`config.mk`:
```
export PLATFORM = sky130hd
export DESIGN_NAME = load_store_unit
export DESIGN_NICKNAME = d
export VERILOG_FILES = /design/src/rtl/lsu_pkg.sv /design/src/rtl/load_extend.sv /design/src/rtl/load_store_unit.sv
export SDC_FILE = /design/constraint.sdc
export NUM_CORES = 1
export LEC_CHECK = 0
export BUFFER_PORTS_ARGS = -buffer_cell sky130_fd_sc_hd__buf_2
export CELL_PAD_IN_SITES_DETAIL_PLACEMENT = 0
export CELL_PAD_IN_SITES_GLOBAL_PLACEMENT = 2
export CORE_MARGIN = 2
export CORE_UTILIZATION = 27
export DETAILED_ROUTE_END_ITERATION = 6
export GPL_ROUTABILITY_DRIVEN = 0
export PLACE_DENSITY = 0.79
export SYNTH_ARGS = -nofsm -noshare
export SYNTH_HDL_FRONTEND = slang
export SYNTH_HIERARCHICAL = 1
export SYNTH_SLANG_ARGS = --single-unit
```
`constraint.sdc`:
```
create_clock -name clk -period 2.5 [get_ports clk]
set_input_delay 0.25 -clock clk [delete_from_list [all_inputs] [get_ports clk]]
set_output_delay 0.25 -clock clk [all_outputs]
set_load 0.02 [all_outputs]
```
`src/rtl/lsu_pkg.sv`:
```
// -----------------------------------------------------------------------------
// lsu_pkg
// Shared types for the load/store unit: access size encoding, FSM state
// encoding and the alignment rule used when LSU_ALIGN_CHECK_EN is defined.
// -----------------------------------------------------------------------------
package lsu_pkg;

    typedef enum logic [1:0] {
        SIZE_B    = 2'd0,
        SIZE_H    = 2'd1,
        SIZE_W    = 2'd2,
        SIZE_RSVD = 2'd3
    } size_e;

    typedef enum logic [1:0] {
        IDLE      = 2'd0,
        ACCESS    = 2'd1,
        ACCESS_HI = 2'd2,
        DONE      = 2'd3
    } state_e;

    // Half needs an even address, word a multiple of four; the reserved size
    // is never a legal access.
    function automatic logic is_misaligned(input size_e size, input logic [1:0] addr_lsb);
        logic bad;
        bad = 1'b0;
        case (size)
            SIZE_H:    bad = addr_lsb[0];
            SIZE_W:    bad = (addr_lsb != 2'b00);
            SIZE_RSVD: bad = 1'b1;
            default:   bad = 1'b0;
        endcase
        return bad;
    endfunction

endpackage

```
`src/rtl/load_extend.sv`:
```
// -----------------------------------------------------------------------------
// load_extend
// Combinational sign/zero extension of raw little-endian load data.
//   data        in  32  raw word read at the access address
//   size        in  2   access size (reserved size behaves as word)
//   is_unsigned in  1   1 = zero-extend, 0 = sign-extend
//   ext         out 32  extended result
// -----------------------------------------------------------------------------
module load_extend
    import lsu_pkg::*;
(
    input  logic [31:0] data,
    input  size_e       size,
    input  logic        is_unsigned,
    output logic [31:0] ext
);

    always_comb begin
        // NOTE: default assignment first so every path drives ext -- no latch.
        ext = data;
        case (size)
            SIZE_B:  ext = {{24{~is_unsigned & data[7]}},  data[7:0]};
            SIZE_H:  ext = {{16{~is_unsigned & data[15]}}, data[15:0]};
            default: ext = data;
        endcase
    end

endmodule

```
`src/rtl/load_store_unit.sv`:
```
// -----------------------------------------------------------------------------
// load_store_unit
// Initiator side of the byte/word RAM port. Accepts one load/store request at a
// time over valid/ready, runs the RAM cycle(s) and returns one response pulse.
// Half stores are issued as two byte writes (low byte, then address + 1).
//
// Optional feature: define LSU_ALIGN_CHECK_EN to reject misaligned requests
// (half at odd address, word not on a 4-byte boundary, reserved size) with
// resp_err=1 and no RAM cycle. Without it resp_err is tied 0 and the reserved
// size behaves as word.
//
// Ports:
//   clk, rst                 clock, synchronous active-high reset
//   req_valid/req_ready      request handshake
//   req_write, req_size, req_unsigned, req_addr, req_wdata   request fields
//   resp_valid, resp_rdata, resp_err                         response
//   write_enable, is32bitWrite, addr, bus_to_mem, bus_to_mem_32  to RAM
//   bus_from_mem, bus_from_mem_32                                from RAM
// -----------------------------------------------------------------------------
module load_store_unit
    import lsu_pkg::*;
#(
    parameter int ADDR_W = 32
) (
    input  logic              clk,
    input  logic              rst,
    input  logic              req_valid,
    output logic              req_ready,
    input  logic              req_write,
    input  logic [1:0]        req_size,
    input  logic              req_unsigned,
    input  logic [ADDR_W-1:0] req_addr,
    input  logic [31:0]       req_wdata,
    output logic              resp_valid,
    output logic [31:0]       resp_rdata,
    output logic              resp_err,
    output logic              write_enable,
    output logic              is32bitWrite,
    output logic [ADDR_W-1:0] addr,
    output logic [7:0]        bus_to_mem,
    output logic [31:0]       bus_to_mem_32,
    input  logic [7:0]        bus_from_mem,
    input  logic [31:0]       bus_from_mem_32
);

    state_e      state;
    logic        we_q;
    size_e       req_size_e;
    logic        handshake;
    logic        reject;

    // Request payload held for the duration of the access.
    size_e       lat_size;
    logic        lat_write;
    logic        lat_unsigned;
    logic [7:0]  hi_byte;

    logic [31:0] load_data;
    logic [31:0] load_ext;

    assign req_size_e = size_e'(req_size);
    assign req_ready  = (state == IDLE) && !rst;
    assign handshake  = req_valid && req_ready;

    // Gated by rst so a reset landing in ACCESS_HI suppresses the high-byte
    // write at that same edge instead of letting the RAM commit it.
    assign write_enable = we_q && !rst;

`ifdef LSU_ALIGN_CHECK_EN
    logic err_q;

    assign reject   = is_misaligned(req_size_e, req_addr[1:0]);
    assign resp_err = err_q;

    always_ff @(posedge clk) begin
        if (rst) begin
            err_q <= 1'b0;
        end else if (handshake) begin
            err_q <= reject;
        end
    end
`else
    assign reject   = 1'b0;
    assign resp_err = 1'b0;
`endif

    // Byte loads take the low lane from the dedicated byte read port; both
    // ports present the same RAM byte at addr.
    assign load_data = (lat_size == SIZE_B) ? {bus_from_mem_32[31:8], bus_from_mem}
                                            : bus_from_mem_32;

    load_extend u_load_extend (
        .data        (load_data),
        .size        (lat_size),
        .is_unsigned (lat_unsigned),
        .ext         (load_ext)
    );

    // NOTE: payload registers are only read after a handshake loads them, so
    // they carry no reset.
    always_ff @(posedge clk) begin
        if (handshake) begin
            lat_size     <= req_size_e;
            lat_write    <= req_write;
            lat_unsigned <= req_unsigned;
            hi_byte      <= req_wdata[15:8];
        end
    end

    // NOTE: all state and registered outputs use non-blocking assignments so
    // every register updates from pre-edge values.
    always_ff @(posedge clk) begin
        if (rst) begin
            state         <= IDLE;
            resp_valid    <= 1'b0;
            resp_rdata    <= '0;
            we_q          <= 1'b0;
            is32bitWrite  <= 1'b0;
            addr          <= '0;
            bus_to_mem    <= '0;
            bus_to_mem_32 <= '0;
        end else begin
            case (state)
                IDLE: begin
                    if (handshake) begin
                        if (reject) begin
                            state      <= DONE;
                            resp_valid <= 1'b1;
                            resp_rdata <= '0;
                        end else begin
                            state        <= ACCESS;
                            addr         <= req_addr;
                            we_q         <= req_write;
                            is32bitWrite <= req_write &&
                                            (req_size_e == SIZE_W || req_size_e == SIZE_RSVD);
                            if (req_write) begin
                                bus_to_mem    <= req_wdata[7:0];
                                bus_to_mem_32 <= req_wdata;
                            end
                        end
                    end
                end
                ACCESS: begin
                    if (lat_write && lat_size == SIZE_H) begin
                        state      <= ACCESS_HI;
                        addr       <= addr + ADDR_W'(1);
                        bus_to_mem <= hi_byte;
                    end else begin
                        state        <= DONE;
                        we_q         <= 1'b0;
                        is32bitWrite <= 1'b0;
                        resp_valid   <= 1'b1;
                        resp_rdata   <= lat_write ? 32'd0 : load_ext;
                    end
                end
                ACCESS_HI: begin
                    state      <= DONE;
                    we_q       <= 1'b0;
                    resp_valid <= 1'b1;
                    resp_rdata <= '0;
                end
                DONE: begin
                    state      <= IDLE;
                    resp_valid <= 1'b0;
                end
                default: state <= IDLE;
            endcase
        end
    end

endmodule

```
======== Yosys cells after proc, flatten, opt, wreduce, memory -nomap -nowiden ========
Index checks and enable logic that the tools add are counted.
storage, ports and cells
  output and inout bits ................... 109
  register bits after elaboration ......... 121
  word-level logic and storage cells ...... 68
  input bits .............................. 111
cells by class
  mux-type cells .......................... 22
  reduce and logical (&&, ||, !) cells .... 19
  eq/ne operators ......................... 10
  add/sub/neg operators ................... 1
  bitwise gates (word level) .............. 4
operators with widths
  kind                                                              count
  32-bit one-hot mux with 2 select lines                            3
  32-bit 2-to-1 mux                                                 4
  32-bit by 1-bit adder with 32-bit output (second input constant)  1
  8-bit 2-to-1 mux                                                  4
  8-bit one-hot mux with 2 select lines                             1
  3-bit AND reduction                                               4
  2-bit == test (second input constant)                             4
  2-bit inequality test (second input constant)                     4
  2-bit one-hot mux with 4 select lines                             1
  1-bit one-hot mux with 3 select lines                             2
  1-bit logical AND                                                 5
  1-bit 2-to-1 mux                                                  5
  2-bit by 1-bit == test with 1-bit output (second input constant)  2
  2-bit logical NOT                                                 2
  2-bit AND reduction                                               2
  4-bit AND reduction                                               1
  2-bit nonzero test                                                2
  3-bit nonzero test                                                1
  1-bit bitwise AND                                                 2
  2-bit 2-to-1 mux                                                  1
  1-bit NOT                                                         2
  1-bit one-hot mux with 2 select lines                             1
  1-bit logical NOT                                                 1
  1-bit logical OR                                                  1

======== Longest topological paths before layout ========
Gate-level depths: netlist of run 1.
  depth after elaboration ................. 7
  gate-level depth with buffers ........... 10
  depth with buffers taken out ............ 8

======== Modules after synthesis ========
The synthesis of run 1 kept the hierarchy.
by module, submodules not included
  module           seq. area each (µm²)  instances  area each (µm²)  cells each
  load_store_unit  2542.4                1          5632.9           674
  load_extend      0.0                   1          355.3            67

======== Worst setup path after synthesis of run 1 ========
Ideal clock, no wire load.
  path type ............................... flip-flop to flip-flop
  from .................................... reg state[0]
  to ...................................... reg addr[20]
  cell stages (with the launch flop) ...... 10
  buffers on the path ..................... 1
  path slack .............................. 0.335 ns
  setup time .............................. 0.074 ns
  data arrival time ....................... 2.090 ns
  clock period less this slack ............ 2.165 ns
  data required time ...................... 2.426 ns
  cell sequence ........................... dfxtp_1 -> inv_1 -> ha_1 -> nand3b_1 -> inv_2 -> o22ai_1 -> clkbuf_8 -> or3_1 -> mux2_2 -> a31oi_1
between the ends
  cells in the longest elaborated chain, start to end .. 5
RTL lines
  element                                 line                    text
  start, declared                         load_store_unit.sv:46   state_e state;
  start signal, assigned                  load_store_unit.sv:114  state <= IDLE;
  start signal, assigned                  load_store_unit.sv:127  state <= DONE;
  start signal, assigned                  load_store_unit.sv:131  state <= ACCESS;
  2-bit logical NOT                       load_store_unit.sv:62   assign req_ready = (state == IDLE) && !rst;
  1-bit logical AND                       load_store_unit.sv:62
  1-bit logical AND                       load_store_unit.sv:63   assign handshake = req_valid && req_ready;
  via handshake                           load_store_unit.sv:49   logic handshake;
  2-bit inequality test (no source line)  --
  3-bit AND reduction (no source line)    --
  end signal, assigned                    load_store_unit.sv:132  addr <= req_addr;
  end signal, assigned                    load_store_unit.sv:146  addr <= addr + ADDR_W'(1);
  end, declared                           load_store_unit.sv:39   output logic [ADDR_W-1:0] addr,
The timed path passes the listed nets, and every way through them passes these cells.
A chain may end at the register's enable or synchronous reset.

======== Worst setup path after layout of run 1 ========
  from .................................... reg addr[0]
  to ...................................... reg addr[30]
between the ends
  cells in the longest elaborated chain, start to end .. 3
RTL lines
  element                                   line                    text
  32-bit by 1-bit adder with 32-bit output  load_store_unit.sv:146
  32-bit 2-to-1 mux                         load_store_unit.sv:144  if (lat_write && lat_size == SIZE_H) begin
  32-bit one-hot mux with 2 select lines    load_store_unit.sv:123  case (state)
No other way between the ends. The select of a mux whose other input is x is not followed.

==> results of run 1 <==
==> per-stage QoR <==
step	power [mW]	hold slack, ns
after floorplan	4.565	0.3489
final	7.908	0.02835
after CTS	8.043	0.004443
after detailed placement	5.547	0.4321
after global routing	8.453	0.008164
after global placement	5.548	0.4278
==> flip-flops by register name (all words and copies together) (netlist names) <==
signal / count
addr: 32
bus_to_mem: 8
bus_to_mem_32: 32
hi_byte: 8
is32bitWrite: 1
lat_size: 2
lat_unsigned: 1
lat_write: 1
resp_rdata: 32
resp_valid: 1
state: 2
we_q: 1
==> cells in the final DEF, fill, tap and decap left out, drive strengths merged, types with 7 or more instances in the layout <==
cell type / count
dfxtp: 109
a31oi: 11
clkbuf: 17
ha: 7
a211oi: 14
a21oi: 85
nor3: 12
nand3: 50
edfxtp: 12
nor2b: 9
inv: 17
a22oi: 11
o21ai: 45
buf: 243
nand2: 152
mux2i: 15
mux2: 10
nor2: 33
nand4: 17
and3: 12
==> routing by layer <==
metal | global-route usage | routed length, µm | vias to the layer above
met1 | 0.2226 | 9162 | 2696
met4 | 0.05159 | 267 | 2
met2 | 0.2684 | 8955 | 180
li1 | - | - | 3030
met5 | 0 | 16 | -
met3 | 0.06039 | 1626 | 20
==> worst paths after layout <==
kind | cells after the start | end | slack [ns]
hold reg to reg | 2 | resp_rdata[15] | 0.45
hold / removal | 1 | hi_byte[6] | 0.03
setup / recovery | 6 | addr[30] | 0.24
setup reg to reg | 6 | addr[30] | 0.24
==> power breakdown <==
part / leakage, nW / internal (mW) / switching, mW
clock: 0.283 / 1.41 / 1.04
sequential: 0.997 / 2.32 / 0.335
combinational: 2.04 / 0.945 / 1.86
total: 3.32 / 4.67 / 3.24
==> synthesized netlist by cell type (6+ instances only) <==
cell type	instances	area [µm²]
buf_2	6	30.03
nor3_1	12	60.06
o22ai_1	6	37.54
a211oi_1	14	105.1
o21ai_0	45	225.2
edfxtp_1	12	360.4
inv_1	9	33.78
a22oi_1	11	82.58
a31oi_1	11	68.82
dfxtp_1	109	2182
nand4_1	16	100.1
mux2_2	10	112.6
and2_1	6	37.54
clkbuf_1	38	142.6
nor2_1	33	123.9
buf_4	11	82.58
and3_1	10	62.56
ha_1	7	87.58
mux2i_1	14	140.1
nand2_1	151	566.8
a21oi_1	84	420.4
nand3_1	50	250.2
nor2b_1	9	56.30
==> kinds of logic after synthesis <==
kind of cell             count (synthesis)  synth area share
multiplexers                            25           0.04450
AND/OR/NAND/NOR                        319            0.2547
flip-flops                             121            0.4246
other                                    1         0.0006262
AO/OA/AOI/OAI                          191            0.1862
adder cells (fa/ha/maj)                  7           0.01463
buffers and inverters                   77           0.07480
==> cell type report <==
cell class / instances / area [µm²] / area share
Clock buffer: 17 / 425.4 / 0.05417
Multi-Input combinational cell: 543 / 3027 / 0.3854
Timing Repair Buffer: 246 / 1311 / 0.1670
Sequential cell: 121 / 2542 / 0.3238
Inverter: 10 / 37.54 / 0.004780
Tap cell: 280 / 350.3 / 0.04461
Clock inverter: 15 / 158.9 / 0.02024
==> flow_summary.yaml, run 1 <==
status:
  status: "finished, final reports clean"
placement:
  port_buffers: 218
  dp_cells: 1197
  hpwl_mm: 13.98
  place_area_mm2: 0.007238
  pre_cts_ws_ns: 0.2764
drt:
  wl_per_cell_um: 16.26
  initialDrtViolationCount: 269
  routed_wl_mm: 20.03
  drc: 0
  antenna_left: 0
  drtPass1Iterations: 4
  drt-vias-per-instance: 4.812
  vias: 5928
sta:
  clock_skew_ns: 0.01198
  rsz0062_at_grt: "false"
  fin_crit_ns: 2.265
  timing.slew.headroom: 0.4968
  fmax_ghz: 0.4415
  layout_setup_ws_ns: 0.2352
  finalHoldViolCount: 0
  finalSetupViolCount: 0
  fin_setup_tns_ns: 0
  tightest_slew_ns: 0.7548
  report.final.slew_viol_count: 0
  period_share: 0.9059
grt:
  first_global_vias: 5790
  overflow: 0
  grt_pass1_wl_mm: 32.16
  grt_usage: 0.1714
  antenna_found_initial: 1
  grt_max_degree: 66
clocking:
  ctsHoldBuffers: 3
  ctsResizeCount: 0
  cts_tree: "done"
  numCtsBuffers: 17
  clock-root-buffer: "clkbuf_16"
  cts_setup_buffers: 0
  clk_latency_ns: 0.42
  cts.sinks: 121
  path_clk_slew_ns: 0.07
  clockBufferDepth: 2
  htree_levels: 4
worst_setup_path:
  slowest_delay_ns: 0.56
  crit_type: "register to register"
  required_ns: 2.79
  cp_max_fo: 7
  worst_ep_arrival_time_ns: 2.55
  start_kind: "register"
  slowest_stage: "nor4_1"
  crit_chain: "ha_1 -> and3_2 -> nand4_1 -> nor4_1 -> mux2i_1 -> o22ai_1"
  cp-end-kind: "register"
  crit_family: "simple AND/OR/NAND/NOR gates"
  cp_num_buf_inv: 0
  startpoint: "addr[0]"
  r2r-start: "addr[0]"
floorplan:
  boundaryPins: 220
  initial_core_util: 0.2744
  coreArea_mm2: 0.02182
  die_w_um: 152.9
  fp.dieH_um: 152.9
  rows: 54
  die_area_mm2: 0.02339
logic_synthesis:
  synth_edf_count: 12
  async_flop_share: 0
  synthFlopType: "dfxtp_1"
  synth_seq_cells: 121
  synth_fp_nets: 859
  synth_cells: 741
  synth_cell_types: 64
  netlist_area_mm2: 0.005988
  yosysSeqAreaShare: 0.4246
  ys_warn_count: 6
  syn_avg_cell_area_um2: 8.081
finish:
  final.fill_count: 2365
  utilization: 0.3598
  nets: 1057
  syn2layout_area_growth_pct: 31.13
  drive_gt1_frac: 0.3172
  layout.cells.non_filler: 1232
  antenna_cells: 0
  fin_area_mm2: 0.007853
pwr:
  power.leakage_nw: 3.324
  peakVddDrop_uv: 477.0
  power.density_mw_per_mm2: 1007
min_path:
  worstHoldStart: "req_wdata[14]"
  hp-class: "primary input to register"
job:
  maxCapViolCount: 0
Note: power is estimated with default switching activity, not from simulation.
==> run 2, diff against run 1 <==
--- a/config.mk
+++ b/config.mk
@@ -5,15 +5,14 @@
 export SDC_FILE = /design/constraint.sdc
 export NUM_CORES = 1
 export LEC_CHECK = 0
-export BUFFER_PORTS_ARGS = -buffer_cell sky130_fd_sc_hd__buf_2
 export CELL_PAD_IN_SITES_DETAIL_PLACEMENT = 0
 export CELL_PAD_IN_SITES_GLOBAL_PLACEMENT = 2
 export CORE_MARGIN = 2
-export CORE_UTILIZATION = 27
+export CORE_UTILIZATION = 35
 export DETAILED_ROUTE_END_ITERATION = 6
+export DONT_BUFFER_PORTS = 1
 export GPL_ROUTABILITY_DRIVEN = 0
 export PLACE_DENSITY = 0.79
 export SYNTH_ARGS = -nofsm -noshare
 export SYNTH_HDL_FRONTEND = slang
-export SYNTH_HIERARCHICAL = 1
 export SYNTH_SLANG_ARGS = --single-unit
==> run 2 against run 1 <==
Clock skew shrank 0.0017 ns. Wire length shrank 15%. Highest routed layer is now met4. Maximum frequency shrank 1.6%. Combinational power shrank 22%. Critical path depth grew 4. Via count shrank 12%. Synthesized cell count shrank 9.2%. Flip-flop and latch count is the same. Core utilization grew 7.6 points. Power shrank 2.5%.
==> flow_summary.yaml, run 2 <==
min_path:
  worstHoldStart: "bus_from_mem_32[27]"
  hp-class: "primary input to register"
finish:
  layout_commonest_cell: "nand2_1"
  fin_area_mm2: 0.006875
  antenna_cells: 0
  nets: 834
  syn2layout_area_growth_pct: 22.85
  final_cell_mix: "nand2_1, dfxtp_1, a21oi_1"
  layout.cells.non_filler: 945
  drive_gt1_frac: 0.1207
  largestRegisters: "addr x32, bus_to_mem_32 x32, resp_rdata x32"
grt:
  first_global_vias: 4783
  grt_max_degree: 102
  overflow: 0
  grt_usage: 0.1926
  grt_pass1_wl_mm: 25.45
  antenna_found_initial: 0
clocking:
  numCtsBuffers: 17
  clk_latency_ns: 0.42
  htree_levels: 4
  ctsResizeCount: 0
  path_clk_slew_ns: 0.06
  clock-root-buffer: "clkbuf_16"
  cts_tree: "done"
  cts_setup_buffers: 0
  clockBufferDepth: 2
  cts.sinks: 121
sta:
  layout_setup_ws_ns: 0.1980
  finalSetupViolCount: 0
  finalHoldViolCount: 0
  rsz0062_at_grt: "false"
  tightest_slew_ns: 0.7087
  period_share: 0.9208
  report.final.slew_viol_count: 0
  clock_skew_ns: 0.01025
  fin_crit_ns: 2.302
  fmax_ghz: 0.4344
  fin_setup_tns_ns: 0
  timing.slew.headroom: 0.5263
worst_setup_path:
  crit_family: "buffers and inverters"
  required_ns: 2.78
  cp_num_buf_inv: 4
  cp-end-kind: "register"
  r2r-start: "state[0]"
  start_kind: "register"
  crit_chain: "inv_1 -> ha_1 -> buf_4 -> nand3b_4 -> a22o_2 -> buf_4 -> buf_4 -> nor2_1 -> mux2i_1 -> o22ai_1"
  slowest_delay_ns: 0.42
  slowest_stage: "dfxtp_1"
  worst_ep_arrival_time_ns: 2.58
  startpoint: "state[0]"
  cp_common_cell: "buf_4"
  crit_type: "register to register"
  cp_max_fo: 20
logic_synthesis:
  synth_fp_nets: 791
  synthTopCellsByArea: "dfxtp_1, a21oi_1, nand2_1"
  synth_cell_types: 67
  yosysTopAreaCellShare: 0.3899
  ys_warn_count: 0
  yosysMostFrequentCell: "nand2_1"
  synth_edf_count: 12
  synth_common_cells: "nand2_1, dfxtp_1, a21oi_1"
  synth_largest_area_cell: "dfxtp_1"
  netlist_area_mm2: 0.005597
  synth_seq_cells: 121
  yosysSeqAreaShare: 0.4543
  synthFlopType: "dfxtp_1"
  synth_cells: 673
  syn_avg_cell_area_um2: 8.316
  async_flop_share: 0
job:
  maxCapViolCount: 0
drt:
  initialDrtViolationCount: 390
  routed_wl_mm: 17.11
  vias: 5192
  drt-vias-per-instance: 5.494
  antenna_left: 0
  wl_per_cell_um: 18.10
  drc: 0
  drtPass1Iterations: 4
placement:
  hpwl_mm: 11.14
  pre_cts_ws_ns: 0.2316
  place_area_mm2: 0.005856
  dp_cells: 872
  port_buffers: 0
floorplan:
  die_w_um: 130.5
  coreArea_mm2: 0.01577
  die_area_mm2: 0.01702
  rows: 46
  boundaryPins: 220
  initial_core_util: 0.3549
  fp.dieH_um: 130.5
pwr:
  peakVddDrop_uv: 530.4
  power.leakage_nw: 2.552
  power.density_mw_per_mm2: 1122
status:
  status: "finished, final reports clean"
[run 2: per-stage QoR]
stage                     hold WS, ns  utilization  power [mW]
final                         0.04497       0.4360       7.712
after global routing          0.03081       0.4360       8.148
after CTS                     0.01488       0.4360       7.777
after detailed placement       0.3289       0.3713       5.184
after global placement         0.3284       0.3713       5.119
after floorplan                0.3489            -       4.578
[run 2: area by class of cell]
cell class,count,area (µm²)
clock buffers,18,429.2
clock inverters,14,162.7
fillers,1585,8895
inverters,8,30.03
multi-input cells,501,2818
flip-flops and latches,121,2542
well taps,216,270.3
repair buffers,67,623.1
[run 2: logic make-up (layout without fill, tap and decap cells)]
kind of cell / Yosys count / in the layout / synth area share
buffers and inverters: 51 / 107 / 0.04382
AOI/OAI and AO/OA: 205 / 205 / 0.2169
muxes: 19 / 19 / 0.03398
DFF: 121 / 121 / 0.4543
adders and majority gates: 7 / 7 / 0.01565
and+or+nand+nor: 269 / 269 / 0.2347
other: 1 / 1 / 0.0006700
[run 2: timing repair]
action	in CTS	in global routing
hold buffers	41	0
setup endpoints to repair	0	0
endpoints found under the hold margin	114	0
[run 2: where the power goes]
group | internal [mW] | switching [mW]
Sequential | 2.33 | 0.722
Clock | 1.49 | 0.988
Combinational | 0.799 | 1.38
Total | 4.62 | 3.09
[run 2: routing by layer]
metal / part of all wire / track usage / vias up
met1: 0.42 / 0.2401 / 2475
met3: 0.096 / 0.08265 / 20
met4: 0.014 / 0.06133 / 0
li1: - / - / 2499
met5: 0 / 0 / -
met2: 0.47 / 0.3027 / 198
[run 2: worst paths after layout]
kind / to / slack (ns) / cells past startpoint
hold / removal: resp_rdata[27] / 0.04 / 2
hold reg to reg: we_q / 0.50 / 2
setup / recovery: addr[29] / 0.20 / 10
setup reg to reg: addr[29] / 0.20 / 10
==> run 3, diff against run 2 <==
--- a/config.mk
+++ b/config.mk
@@ -7,7 +7,8 @@
 export LEC_CHECK = 0
 export CELL_PAD_IN_SITES_DETAIL_PLACEMENT = 0
 export CELL_PAD_IN_SITES_GLOBAL_PLACEMENT = 2
-export CORE_MARGIN = 2
+export CORE_ASPECT_RATIO = 1.5
+export CORE_MARGIN = 10
 export CORE_UTILIZATION = 35
 export DETAILED_ROUTE_END_ITERATION = 6
 export DONT_BUFFER_PORTS = 1
==> run 3 against run 2 <==
Flip-flop and latch count unchanged. Critical path depth down 4. Largest power group unchanged. Maximum frequency down 3.5%. Hold slack worse by 0.023 ns. Highest routed layer unchanged. Critical endpoint is now addr[14]. Sequential share of layout area down 0.23 points.
==> flow_summary.yaml, run 3 (synthesized netlist as in run 2, its figures left out) <==
worst_setup_path:
  cp_num_cells: 6
  required_ns: 2.84
  crit_type: "register to register"
  crit_family: "simple AND/OR/NAND/NOR gates"
  slowest_stage: "or4_1"
  worst_ep_arrival_time_ns: 2.72
  slowest_delay_ns: 0.56
  crit_chain: "inv_1 -> ha_1 -> or2b_1 -> a22o_2 -> or4_1 -> a21oi_1"
  cp_num_buf_inv: 1
  r2r_cells: 6
  start_kind: "register"
  worstSetupEndpoint: "addr[14]"
  r2r-start: "state[0]"
  startpoint: "state[0]"
  cp_max_fo: 25
  r2r_end: "addr[14]"
  cp-end-kind: "register"
  rrSetupSlack_ns: 0.11
clocking:
  clk_latency_ns: 0.41
  clockBufferDepth: 2
  htree_levels: 4
  cts.sinks: 121
  clock-root-buffer: "clkbuf_16"
  path_clk_slew_ns: 0.06
  numCtsBuffers: 17
  cts_tree: "done"
drt:
  wl_met1_mm: 7.145
  drt-vias-per-instance: 5.526
  wl_met2_mm: 9.317
  vias: 5167
  drc: 0
  top_layer: "met4"
  drtPass1Iterations: 5
  antenna_left: 0
  wl_per_cell_um: 20.64
  wl_met3_mm: 2.557
  initialDrtViolationCount: 320
  routed_wl_mm: 19.30
finish:
  layout.cells.non_filler: 935
  nets: 837
  final.fill_count: 1526
  syn2layout_area_growth_pct: 23.63
  largestRegisters: "addr x32, bus_to_mem_32 x32, resp_rdata x32"
  antenna_cells: 0
  final_cell_mix: "nand2_1, dfxtp_1, a21oi_1"
  fin_area_mm2: 0.006919
  layout_commonest_cell: "nand2_1"
  drive_gt1_frac: 0.1257
pwr:
  peakVddDrop_uv: 443.0
  power.density_mw_per_mm2: 1139
  total_power_mw: 7.880
  power.leakage_nw: 2.591
sta:
  fin_setup_tns_ns: 0
  clock_skew_ns: 0.009114
  tightest_slew_ns: 0.9052
  finalSetupViolCount: 0
  finalHoldViolCount: 0
  fmax_ghz: 0.4193
  report.final.slew_viol_count: 0
  timing.slew.headroom: 0.3965
  fin_crit_ns: 2.385
  period_share: 0.9541
job:
  maxCapViolCount: 0
floorplan:
  die_w_um: 123.3
  die_area_mm2: 0.02155
  coreArea_mm2: 0.01570
  boundaryPins: 220
  fp.dieH_um: 174.9
  initial_core_util: 0.3566
  rows: 56
placement:
  dp_cells: 861
  port_buffers: 0
  place_area_mm2: 0.005854
  hpwl_mm: 13.45
grt:
  overflow: 0
  grt_pass1_wl_mm: 29.18
  antenna_found_initial: 0
  grt_max_degree: 100
  first_global_vias: 5049
  grt_usage: 0.1725
status:
  status: "finished, final reports clean"
min_path:
  hp-class: "primary input to register"
run 3: changes by cell type in the layout (fill, tap and decap cells not counted), sizes merged:
cell      before  now
inv           15   13
bufinv         2    3
buf           27   30
clkbuf        18   17
clkinv         1    4
clkinvlp       4    3
run 3: how the worst min path moves through the flow:
stage / start / to / slack (ns) / cells after the start
2_1_floorplan: req_wdata[8] / hi_byte[0] / 0.35 / 0
3_3_place_gp: rst / bus_to_mem_32[2] / 0.33 / 1
3_5_place_dp: rst / bus_to_mem_32[7] / 0.34 / 1
4_1_cts: rst / addr[13] / 0.004 / 3
5_1_grt: req_addr[29] / addr[29] / 0.02 / 2
6_report: rst / addr[13] / 0.02 / 3
run 3: report_power, final:
part,total [mW],switching [mW],internal (mW)
sequential,3.02,0.695,2.33
clock,2.58,0.997,1.59
combinational,2.28,1.43,0.841
total,7.88,3.13,4.75
run 3: what timing repair did:
action | CTS | global route
endpoints found under the hold margin | 112 | 0
resized for setup | 0 | 1
hold buffers | 41 | 0
setup endpoints to repair | 0 | 9
setup buffers | 0 | 1
run 3: per-layer routing:
metal  global-route usage  vias up
li1                     -     2498
met1               0.1835     2425
met2               0.2829      224
met3              0.08809       20
met4              0.06475        0
met5                    0        -
run 3: through the flow:
stage,worst slack (ns),hold slack [ns],util
global route,-0.005122,0.02365,0.4408
detailed placement,0.1092,0.3367,0.3730
global placement,0.2216,0.3320,0.3730
floorplan,0.4804,0.3489,-
finish,0.1148,0.02202,0.4408
CTS,0.07406,0.004048,0.4393
run 3: layout make-up:
type                       count  area, µm²  area share
clock buffer                  17      425.4     0.06148
clock inverter                15      187.7     0.02712
inverter                       8      30.03    0.004340
multi-input combinational    501       2818      0.4072
sequential                   121       2542      0.3675
tap                          203      254.0     0.03671
timing repair buffer          70      661.9     0.09566
run 3: worst register-to-register path, delay by kind of cell (launching register included):
kind / cells / cell delay (ns)
AND/OR/NAND/NOR: 2 / 0.87
AO/OA/AOI/OAI: 2 / 0.56
flip-flops: 1 / 0.43
adder cells (fa/ha/maj): 1 / 0.33
buffers and inverters: 1 / 0.13
